**config.mk**
```make
export PLATFORM = sky130hd
export DESIGN_NAME = video_capture_mc
export DESIGN_NICKNAME = d
export VERILOG_FILES = /design/src/rtl/video_capture_pkg.sv /design/src/rtl/pixel_packer.sv /design/src/rtl/video_capture_mc.sv
export SDC_FILE = /design/constraint.sdc
export NUM_CORES = 1
export LEC_CHECK = 0
export CAP_MARGIN = 20
export CORE_MARGIN = 2
export CORE_UTILIZATION = 42
export DETAILED_ROUTE_END_ITERATION = 7
export PLACE_DENSITY = 0.65
export REMOVE_ABC_BUFFERS = 1
export SYNTH_ARGS = -nofsm -noshare
export SYNTH_HDL_FRONTEND = slang
export SYNTH_HIERARCHICAL = 1
export SYNTH_SLANG_ARGS = --single-unit
```
**constraint.sdc**
```tcl
create_clock -name pclock -period 4.9 [get_ports pclock]
set_input_delay 1.225 -clock pclock [delete_from_list [all_inputs] [get_ports pclock]]
set_output_delay 1.225 -clock pclock [all_outputs]
set_load 0.01 [all_outputs]
```
**src/rtl/video_capture_pkg.sv**
```systemverilog
// rtl/video_capture_pkg.sv - sync codes and FSM state type for the video capture block
//
// Purpose: shared definitions for video_capture_mc.
//   SYNC_* : 4-bit sync codes sampled alongside the pixel lanes
//   state_t: capture FSM states
package video_capture_pkg;

  localparam logic [3:0] SYNC_BLANK = 4'd0;
  localparam logic [3:0] SYNC_FS    = 4'd1;
  localparam logic [3:0] SYNC_LS    = 4'd2;
  localparam logic [3:0] SYNC_IMG   = 4'd3;
  localparam logic [3:0] SYNC_LE    = 4'd4;
  localparam logic [3:0] SYNC_FE    = 4'd5;

  typedef enum logic [1:0] {
    ST_IDLE,
    ST_WAIT_FS,
    ST_FRAME,
    ST_LINE
  } state_t;

endpackage

```
**src/rtl/pixel_packer.sv**
```systemverilog
// rtl/pixel_packer.sv - packs consecutive pixel beats into one output word
//
// Purpose: gathers BEATS beats of BEAT_W bits into a word, first beat in the
// lowest bits, and presents the finished word one cycle after its last beat.
// Ports:
//   i_clk, i_rst_n   : clock, asynchronous active-low reset
//   i_beat_valid     : i_beat is to be packed this cycle
//   i_beat           : one beat of lane data
//   i_flush          : discard any partially filled word (wins over i_beat_valid)
//   o_word_done      : combinational, this cycle's beat completes a word
//   o_partial        : a partially filled word is held
//   o_word, o_valid  : registered finished word and its one-cycle strobe
module pixel_packer #(
  parameter int BEAT_W = 16,
  parameter int BEATS  = 4
) (
  input  logic                     i_clk,
  input  logic                     i_rst_n,
  input  logic                     i_beat_valid,
  input  logic [BEAT_W-1:0]        i_beat,
  input  logic                     i_flush,
  output logic                     o_word_done,
  output logic                     o_partial,
  output logic [BEAT_W*BEATS-1:0]  o_word,
  output logic                     o_valid
);

  localparam int CNT_W = (BEATS > 1) ? $clog2(BEATS) : 1;
  localparam logic [CNT_W-1:0] LAST_BEAT = CNT_W'(BEATS - 1);

  logic [CNT_W-1:0]        r_cnt;
  logic [BEAT_W*BEATS-1:0] r_acc;
  logic [BEAT_W*BEATS-1:0] r_word;
  logic                    r_valid;
  logic [BEAT_W*BEATS-1:0] w_acc_next;
  logic                    w_take;

  always_comb begin
    w_take     = i_beat_valid && !i_flush;
    w_acc_next = r_acc;
    w_acc_next[int'(r_cnt)*BEAT_W +: BEAT_W] = i_beat;
  end

  assign o_word_done = w_take && (r_cnt == LAST_BEAT);
  assign o_partial   = (r_cnt != '0);
  assign o_word      = r_word;
  assign o_valid     = r_valid;

  always_ff @(posedge i_clk or negedge i_rst_n) begin
    if (!i_rst_n) begin
      r_cnt   <= '0;
      r_acc   <= '0;
      r_word  <= '0;
      r_valid <= 1'b0;
    end else begin
      r_valid <= o_word_done;
      if (i_flush) begin
        r_cnt <= '0;
      end else if (w_take) begin
        r_acc <= w_acc_next;
        r_cnt <= o_word_done ? '0 : r_cnt + CNT_W'(1);
      end
      if (o_word_done) begin
        r_word <= w_acc_next;
      end
    end
  end

endmodule

```
**src/rtl/video_capture_mc.sv**
```systemverilog
// rtl/video_capture_mc.sv - multi-lane video capture into ping-pong frame buffers
//
// Purpose: follows FS/LS/IMG/LE/FE sync codes, packs IMG beats into OUT_W words
// and writes them to line/word addressed frame buffer memory, flagging any
// line or frame whose length differs from LINE_WORDS x LINES.
// Ports:
//   pclock, reset        : only clock (rising edge), asynchronous active-low reset
//   sync, data           : sync code and lane pixels (lane 0 in lowest bits)
//   enable               : arm capture; falling mid-frame lets the frame finish
//   err_clr              : clear line_len_err (a same-cycle error wins)
//   w_addr, w_data, we   : write port, we is a one-cycle strobe
//   buf_sel              : buffer currently being written
//   frame_done, frame_cnt: end-of-frame pulse and completed-frame counter
//   line_len_err, busy   : sticky length error, FSM not idle
module video_capture_mc
  import video_capture_pkg::*;
#(
  parameter int N_CH       = 4,
  parameter int DATA_W     = 4,
  parameter int OUT_W      = 64,
  parameter int LINE_WORDS = 32,
  parameter int LINES      = 1080,
  parameter int ADDR_W     = 19,
  parameter int DOUBLE_BUF = 1
) (
  input  logic                   pclock,
  input  logic                   reset,
  input  logic [3:0]             sync,
  input  logic [N_CH*DATA_W-1:0] data,
  input  logic                   enable,
  input  logic                   err_clr,
  output logic [ADDR_W-1:0]      w_addr,
  output logic [OUT_W-1:0]       w_data,
  output logic                   we,
  output logic                   buf_sel,
  output logic                   frame_done,
  output logic [15:0]            frame_cnt,
  output logic                   line_len_err,
  output logic                   busy
);

  localparam int BEAT_W = N_CH * DATA_W;
  localparam int BEATS  = OUT_W / BEAT_W;
  localparam int LIDX_W = $clog2(LINES + 1);
  localparam int WIDX_W = $clog2(LINE_WORDS + 1);
  localparam logic [LIDX_W-1:0] LINES_C = LIDX_W'(LINES);
  localparam logic [WIDX_W-1:0] WORDS_C = WIDX_W'(LINE_WORDS);

  state_t             r_state;
  state_t             w_state_nxt;
  logic [LIDX_W-1:0]  r_line_idx;
  logic [WIDX_W-1:0]  r_word_idx;
  logic               r_line_drop;
  logic [ADDR_W-1:0]  r_w_addr;
  logic               r_buf_sel;
  logic               r_frame_done;
  logic [15:0]        r_frame_cnt;
  logic               r_err;

  logic               w_beat_valid;
  logic               w_flush;
  logic               w_frame_start;
  logic               w_line_start;
  logic               w_line_end;
  logic               w_abort;
  logic               w_frame_end;
  logic               w_err_set;
  logic               w_word_done;
  logic               w_partial;
  logic [ADDR_W-1:0]  w_addr_next;

  pixel_packer #(
    .BEAT_W (BEAT_W),
    .BEATS  (BEATS)
  ) u_packer (
    .i_clk        (pclock),
    .i_rst_n      (reset),
    .i_beat_valid (w_beat_valid),
    .i_beat       (data),
    .i_flush      (w_flush),
    .o_word_done  (w_word_done),
    .o_partial    (w_partial),
    .o_word       (w_data),
    .o_valid      (we)
  );

  always_ff @(posedge pclock or negedge reset) begin
    if (!reset) begin
      r_state <= ST_IDLE;
    end else begin
      r_state <= w_state_nxt;
    end
  end

  always_comb begin
    w_state_nxt   = r_state;
    w_beat_valid  = 1'b0;
    w_flush       = 1'b0;
    w_frame_start = 1'b0;
    w_line_start  = 1'b0;
    w_line_end    = 1'b0;
    w_abort       = 1'b0;
    w_frame_end   = 1'b0;
    w_err_set     = 1'b0;
    case (r_state)
      ST_IDLE: begin
        w_flush = 1'b1;
        if (enable) begin
          w_state_nxt = ST_WAIT_FS;
        end
      end
      ST_WAIT_FS: begin
        w_flush = 1'b1;
        if (sync == SYNC_FS) begin
          w_frame_start = 1'b1;
          w_state_nxt   = ST_FRAME;
        end else if (!enable) begin
          w_state_nxt = ST_IDLE;
        end
      end
      ST_FRAME: begin
        w_flush = 1'b1;
        case (sync)
          SYNC_FS: begin
            w_abort   = 1'b1;
            w_err_set = 1'b1;
          end
          SYNC_LS: begin
            w_line_start = 1'b1;
            w_state_nxt  = ST_LINE;
            // a line beyond LINES is walked through but never written
            if (r_line_idx == LINES_C) begin
              w_err_set = 1'b1;
            end
          end
          SYNC_FE: begin
            w_frame_end = 1'b1;
            w_state_nxt = enable ? ST_WAIT_FS : ST_IDLE;
            if (r_line_idx != LINES_C) begin
              w_err_set = 1'b1;
            end
          end
          default: ;
        endcase
      end
      ST_LINE: begin
        case (sync)
          SYNC_IMG: begin
            if (!r_line_drop) begin
              // once the line is full, surplus beats never reach the packer
              if (r_word_idx == WORDS_C) begin
                w_err_set = 1'b1;
              end else begin
                w_beat_valid = 1'b1;
              end
            end
          end
          SYNC_LE: begin
            w_flush     = 1'b1;
            w_state_nxt = ST_FRAME;
            if (!r_line_drop) begin
              w_line_end = 1'b1;
              if (w_partial || (r_word_idx != WORDS_C)) begin
                w_err_set = 1'b1;
              end
            end
          end
          SYNC_FS: begin
            w_flush     = 1'b1;
            w_abort     = 1'b1;
            w_err_set   = 1'b1;
            w_state_nxt = ST_FRAME;
          end
          default: ;
        endcase
      end
      default: w_state_nxt = ST_IDLE;
    endcase
  end

  assign w_addr_next = ADDR_W'(32'(r_buf_sel) * 32'(LINES * LINE_WORDS)
                              + 32'(r_line_idx) * 32'(LINE_WORDS)
                              + 32'(r_word_idx));

  always_ff @(posedge pclock or negedge reset) begin
    if (!reset) begin
      r_line_idx   <= '0;
      r_word_idx   <= '0;
      r_line_drop  <= 1'b0;
      r_w_addr     <= '0;
      r_buf_sel    <= 1'b0;
      r_frame_done <= 1'b0;
      r_frame_cnt  <= '0;
      r_err        <= 1'b0;
    end else begin
      if (w_frame_start || w_abort || w_frame_end) begin
        r_line_idx <= '0;
      end else if (w_line_end) begin
        r_line_idx <= r_line_idx + LIDX_W'(1);
      end

      if (w_line_start) begin
        r_word_idx  <= '0;
        r_line_drop <= (r_line_idx == LINES_C);
      end else if (w_word_done) begin
        r_word_idx <= r_word_idx + WIDX_W'(1);
      end

      // address is captured alongside the word so both appear with we
      if (w_word_done) begin
        r_w_addr <= w_addr_next;
      end

      r_frame_done <= w_frame_end;
      if (w_frame_end) begin
        r_frame_cnt <= r_frame_cnt + 16'd1;
        if (DOUBLE_BUF != 0) begin
          r_buf_sel <= ~r_buf_sel;
        end
      end

      if (w_err_set) begin
        r_err <= 1'b1;
      end else if (err_clr) begin
        r_err <= 1'b0;
      end
    end
  end

  assign w_addr       = r_w_addr;
  assign buf_sel      = r_buf_sel;
  assign frame_done   = r_frame_done;
  assign frame_cnt    = r_frame_cnt;
  assign line_len_err = r_err;
  assign busy         = (r_state != ST_IDLE);

endmodule

```
==> metrics.cfg, run 1 <==
[outcome]
status=completed

[power]
power_frac_clock=0.420
switchingPower_uw=881.4
seqPwrFrac=0.470
power_frac_comb=0.110
vdd_drop_max_mv=0.2825
p_int_uw=2489
swShare=0.2615
powerDensity_nw_per_um2=343.3
leakage_uw=0.004227

[cts]
cts_buffers=17
insertion_delay_ns=0.43
ctsHoldBuffers=0
root_buffer=clkbuf_16
cts_tree=yes
htreeDepth=4
postCtsSetupRepairBufs=0
cts.sinks=171
clkSlewWorstSetupHoldPaths_ns=0.07
ctsResizeCount=0
cts_buffer_depth=2

[synthesis]
ys.flop_type=dfrtp_1
synth_area_um2=7943
synth_most_common_cell=dfrtp_1
synth.ff_latch_count=171
netlist_top_cells_count=dfrtp_1, nor2_1, a21oi_1, a22o_1, nand2_1
yosysWarnings=6
synth_enable_flop_cells=0
synthTopCellsByArea=dfrtp_1, a22o_1, nor2_1
ys_seq_area_frac=0.5388
syn_inst=742
avgSynthCellArea_um2=10.70
synth_area_leader_cell=dfrtp_1
ys_async_sr_fraction=1.000
ys_types=61
yosysTopAreaCellShare=0.5388

[detailed_routing]
wirelength_um=19470
wire_per_inst_um=18.19
final_antenna_net_count=0
drc=0
dr_total_vias=6100
drt_iter0_markers=482
viasPerCell=5.701
first_pass_iters=5

[sta]
setup_viol=0
relSlewSlack=0.2677
worst_pin_slew_ns=1.090
rsz0062_at_grt=no
final.period_utilization=0.8294
whs_ns=0.4784
finClkSkew_ns=0.008633
fmax_mhz=246.1
hold_violations=0
drv_slew=0
finalCriticalPeriod_ns=4.064

[final_layout]
drive_above_1_share=0.07416
n_antenna_cell=0
stdcell_area_um2=9817
final_nets=863
instances_no_fill=1070
areaGrowthSynthToFinish_pct=23.60
fillCellCount=1665

[worst_setup_path]
required_ns=5.25
critical_path.startpoint_type=primary input
path_class=primary input to flip-flop
cp-end-kind=flip-flop
worstPathArrival_ns=4.42
critPathMaxFanout=13
ff2ff_setup_slack_ns=1.74

[floorplan]
die_h_um=141.5
die-area_um2=20030
die_w_um=141.5
std_cell_rows=50
core_um2=18640
num_io_pins=128
start_util=0.4260

[global_route]
grt_max_degree=108
grt_pass1_vias=6022
grt_first_pass_wirelength_um=31440
track_usage=0.1980
grt_antenna_before_repair=0
gr-total-overflow=0

[hold_path]
holdCritPathClass=flip-flop to flip-flop

[place]
place_inst=1038
dpl_cell_area_um2=9196
portBuffers=125
gp_congestion=0.8494
dpl.hpwl_um=13190

[job]
drv_cap=0

==> worst max-delay path: stages <==
cell and delay, ns:
clkdlybuf4s50_1 0.67, or3b_2 0.51, or4_1 0.41, a21oi_1 0.28
and2b_2 0.28, nand2_1 0.13, inv_4 0.19, nand4_1 0.18
or3_1 0.38, a21oi_1 0.15
==> power groups by stage <==
| stage | logic, µW | registers, µW | clock network [µW] |
|---|---|---|---|
| after detailed placement | 372 | 1610 | 0 |
| after global routing | 409 | 1600 | 1500 |
| after CTS | 373 | 1580 | 1450 |
| final | 369 | 1580 | 1420 |
| after global placement | 360 | 1600 | 0 |
| after floorplan | 209 | 1590 | 0 |
==> through the flow <==
stage | setup slack [ns] | TNS [ns] | util | total power, µW
after floorplan | -0.02639 | -0.02639 | - | 1800
after global routing | 0.6942 | 0 | 0.5266 | 3504
after CTS | 0.8510 | 0 | 0.5266 | 3406
after global placement | 0.5172 | 0 | 0.4933 | 1965
final | 0.8360 | 0 | 0.5266 | 3370
after detailed placement | 0.3914 | 0 | 0.4933 | 1980
==> logic make-up after synthesis <==
family	synth area share
AO/OA/AOI/OAI	0.1723
XOR/XNOR	0.03418
adder cells (fa/ha/maj)	0.02520
buffers and inverters	0.05718
flip-flops	0.5388
multiplexers	0.01938
other	0.0004721
AND/OR/NAND/NOR	0.1525
==> final timing paths <==
kind	end	startpoint	cells after the start
setup / recovery	r_word_idx[5]$_DFFE_PN0P_	sync[0]	10
hold / removal	frame_cnt[15]$_DFFE_PN0P_	frame_cnt[15]$_DFFE_PN0P_	1
max in group asynchronous	r_word_idx[3]$_DFFE_PN0P_	reset	2
hold reg to reg	frame_cnt[15]$_DFFE_PN0P_	frame_cnt[15]$_DFFE_PN0P_	1
min in group asynchronous	frame_done$_DFF_PN0_	reset	1
setup reg to reg	u_packer/r_acc[19]$_DFFE_PN0P_	u_packer/r_cnt[0]$_DFFE_PN0P_	3
==> cell usage in the layout (no fill, tap or decap), types with 5 or more instances in the layout <==
cell and count:
a21oi_1 48, a22o_1 48, a22oi_1 16, a31oi_1 20, a32oi_1 16, buf_4 6, clkbuf_16 17, clkdlybuf4s50_1 124
dfrtp_1 171, ha_1 16, inv_1 17, inv_6 5, mux2_2 11, nand2_1 40, nand2b_1 19, nand3_1 15
nand4_1 29, nor2_1 72, nor3_1 7, o21ai_0 10, o2bb2ai_1 16, or3_1 7, or4_1 6, xnor2_1 20
xor2_1 11
==> flip-flops by register name, summed over array words and instances, names as in the netlist, 2 cells and up <==
signal           cells
r_state              2
frame_cnt           16
u_packer/r_acc      48
u_packer/r_cnt       2
w_addr              17
u_packer/o_word     64
r_word_idx           6
r_line_idx          11
==> per-layer routing <==
metal | global-route usage | vias to the layer above | part of all wire
li1 | - | 2842 | -
met1 | 0.2791 | 3036 | 0.46
met2 | 0.3068 | 190 | 0.46
met3 | 0.03510 | 32 | 0.051
met4 | 0.07632 | 0 | 0.021
met5 | 0 | - | 0
==> layout make-up <==
type,count,area (µm²),share of cell area
timing repair buffer,133,1338,0.1362
clock buffer,18,439.2,0.04474
sequential,171,4279,0.4359
inverter,19,73.82,0.007520
clock inverter,14,181.4,0.01848
multi-input combinational,481,3213,0.3273
tap,234,292.8,0.02982
Note: power is estimated with default switching activity, not from simulation.
==> run 2, diff against run 1 <==
==> constraint.sdc (replaced) <==
create_clock -name pclock -period 3.95 [get_ports pclock]
set_input_delay 0.9875 -clock pclock [delete_from_list [all_inputs] [get_ports pclock]]
set_output_delay 0.9875 -clock pclock [all_outputs]
set_load 0.01 [all_outputs]
==> run 2 against run 1 <==
Effect of this change:
- die area unchanged
- sequential share of layout area shrank 0.20 points
- non-clock buffer count rose by 8
- register-to-register slack got worse by 0.83 ns
- clock power is 18% higher
- clock skew grew 0.00091 ns
- largest cell class unchanged
- largest power group unchanged
==> metrics.cfg, run 2 (synthesized netlist as in run 1, its figures left out) <==
[final_layout]
layout_commonest_cell=dfrtp_1
n_antenna_cell=0
final_cell_mix=dfrtp_1, clkdlybuf4s50_1, nor2_1
final_nets=871
multiInputGateArea_um2=3213
seq_area_um2=4279
instances_no_fill=1078
largest_register_ffs=64
drive_above_1_share=0.08175
areaGrowthSynthToFinish_pct=24.17
fillCellCount=1642

[cts]
cts.sinks=171
cts_buffers=17
postCtsSetupRepairBufs=0
ctsResizeCount=0
clkSlewWorstSetupHoldPaths_ns=0.07
cts_tree=yes
htreeDepth=4
insertion_delay_ns=0.43
ctsHoldBuffers=0
root_buffer=clkbuf_16
cts_buffer_depth=2

[global_route]
grt_pass1_vias=5837
grt_max_degree=99
grt_first_pass_wirelength_um=30860
track_usage=0.1946
grt_antenna_before_repair=0
gr-total-overflow=0

[job]
drv_cap=0

[detailed_routing]
wirelength_um=19160
viasPerCell=5.697
drc=0
final_antenna_net_count=0
dr_total_vias=6141
drt_iter0_markers=501
first_pass_iters=7
wire_per_inst_um=17.77

[sta]
hold_violations=0
finalCriticalPeriod_ns=3.375
worst_pin_slew_ns=0.9387
setup_tns_ns=0
setup_viol=0
fmax_mhz=296.3
final.period_utilization=0.8543
drv_slew=0
finClkSkew_ns=0.009538
fin_ws_ns=0.5754
relSlewSlack=0.3742
rsz0062_at_grt=no

[floorplan]
num_io_pins=128
die_w_um=141.5
core_um2=18640
die-area_um2=20030
die_h_um=141.5
start_util=0.4260
std_cell_rows=50

[worst_setup_path]
cp-end-kind=flip-flop
worstPathArrival_ns=3.71
critical_path.startpoint_type=primary input
cpPeakStageDelay_ns=0.48
critical-path-slowest-cell=or3b_2
crit_chain=clkdlybuf4s50_1 -> or3b_2 -> or4_1 -> a21oi_1 -> and2b_2 -> nand2_1 -> inv_4 -> buf_12 -> nand2_1 -> o2bb2ai_1
cp_common_cell=nand2_1
path_class=primary input to flip-flop
path_buf_inv=3
critPathMaxFanout=98
required_ns=4.29
cp_top_family=simple AND/OR/NAND/NOR gates

[place]
portBuffers=125
gp_congestion=0.8349
dpl.hpwl_um=12900
preCtsSetupSlack_ns=0.1758
place_inst=1045

[outcome]
status=completed

[hold_path]
holdCritPathClass=flip-flop to flip-flop

[power]
leakage_uw=0.004248
total_power_uw=4111
powerDensity_nw_per_um2=416.9
vdd_drop_max_mv=0.2819

==> run 2: changes by cell type in the layout (fill, tap and decap cells not counted) <==
cell        delta
buf_4          +7
clkinvlp_4     +3
clkinv_4       -2
buf_12         +1
bufinv_16      -1
clkbuf_1       +1
clkbuf_8       +1
inv_6          -1
inv_8          -1
==> run 2: final timing paths <==
kind | cells after the start | end | startpoint | slack (ns)
setup / recovery | 10 | u_packer/o_word[61]$_DFFE_PN0P_ | sync[0] | 0.58
hold / removal | 1 | u_packer/o_word[60]$_DFFE_PN0P_ | u_packer/o_word[60]$_DFFE_PN0P_ | 0.49
setup reg to reg | 6 | u_packer/r_acc[38]$_DFFE_PN0P_ | u_packer/r_cnt[0]$_DFFE_PN0P_ | 0.91
hold reg to reg | 1 | u_packer/o_word[60]$_DFFE_PN0P_ | u_packer/o_word[60]$_DFFE_PN0P_ | 0.49
max in group asynchronous | 2 | w_addr[9]$_DFFE_PN0P_ | reset | 2.50
min in group asynchronous | 1 | frame_cnt[5]$_DFFE_PN0P_ | reset | 0.59
==> run 2: worst reg2reg max path, stage by stage, from the launching register on <==
cell,delay [ns]
dfrtp_1,0.96
inv_1,0.21
ha_1,0.44
nor3b_4,0.62
and3_1,0.37
buf_4,0.23
a22o_1,0.16
==> run 2: routing by layer <==
metal	share of wire	GRT usage
met1	0.45	0.2700
met4	0.024	0.07632
met5	0	0
met2	0.47	0.2966
met3	0.055	0.04624
==> run 2: report_power, final <==
part	leakage, µW	internal [µW]	total (µW)	switching, µW
combinational	0.00160	216	470	254
sequential	0.00237	1850	1960	111
clock	0.000284	972	1680	706
total	0.00425	3040	4110	1070
==> run 2: stage by stage <==
step                      utilization  hold slack [ns]  instance area [µm²]
final                          0.5290           0.4892                 9862
after global routing           0.5290           0.5165                 9862
after CTS                      0.5286           0.4952                 9854
after detailed placement       0.4968           0.4728                 9261
after global placement         0.4968           0.4691                 9261
after floorplan                     -           0.4668                 7564
==> run 2: area by class of cell <==
cell class              count  share of cell area
repair buffers            141              0.1430
well taps                 234             0.02969
clock inverters            12             0.01383
clock buffers              20             0.04631
multi-input cells         481              0.3258
inverters                  19            0.007485
flip-flops and latches    171              0.4339
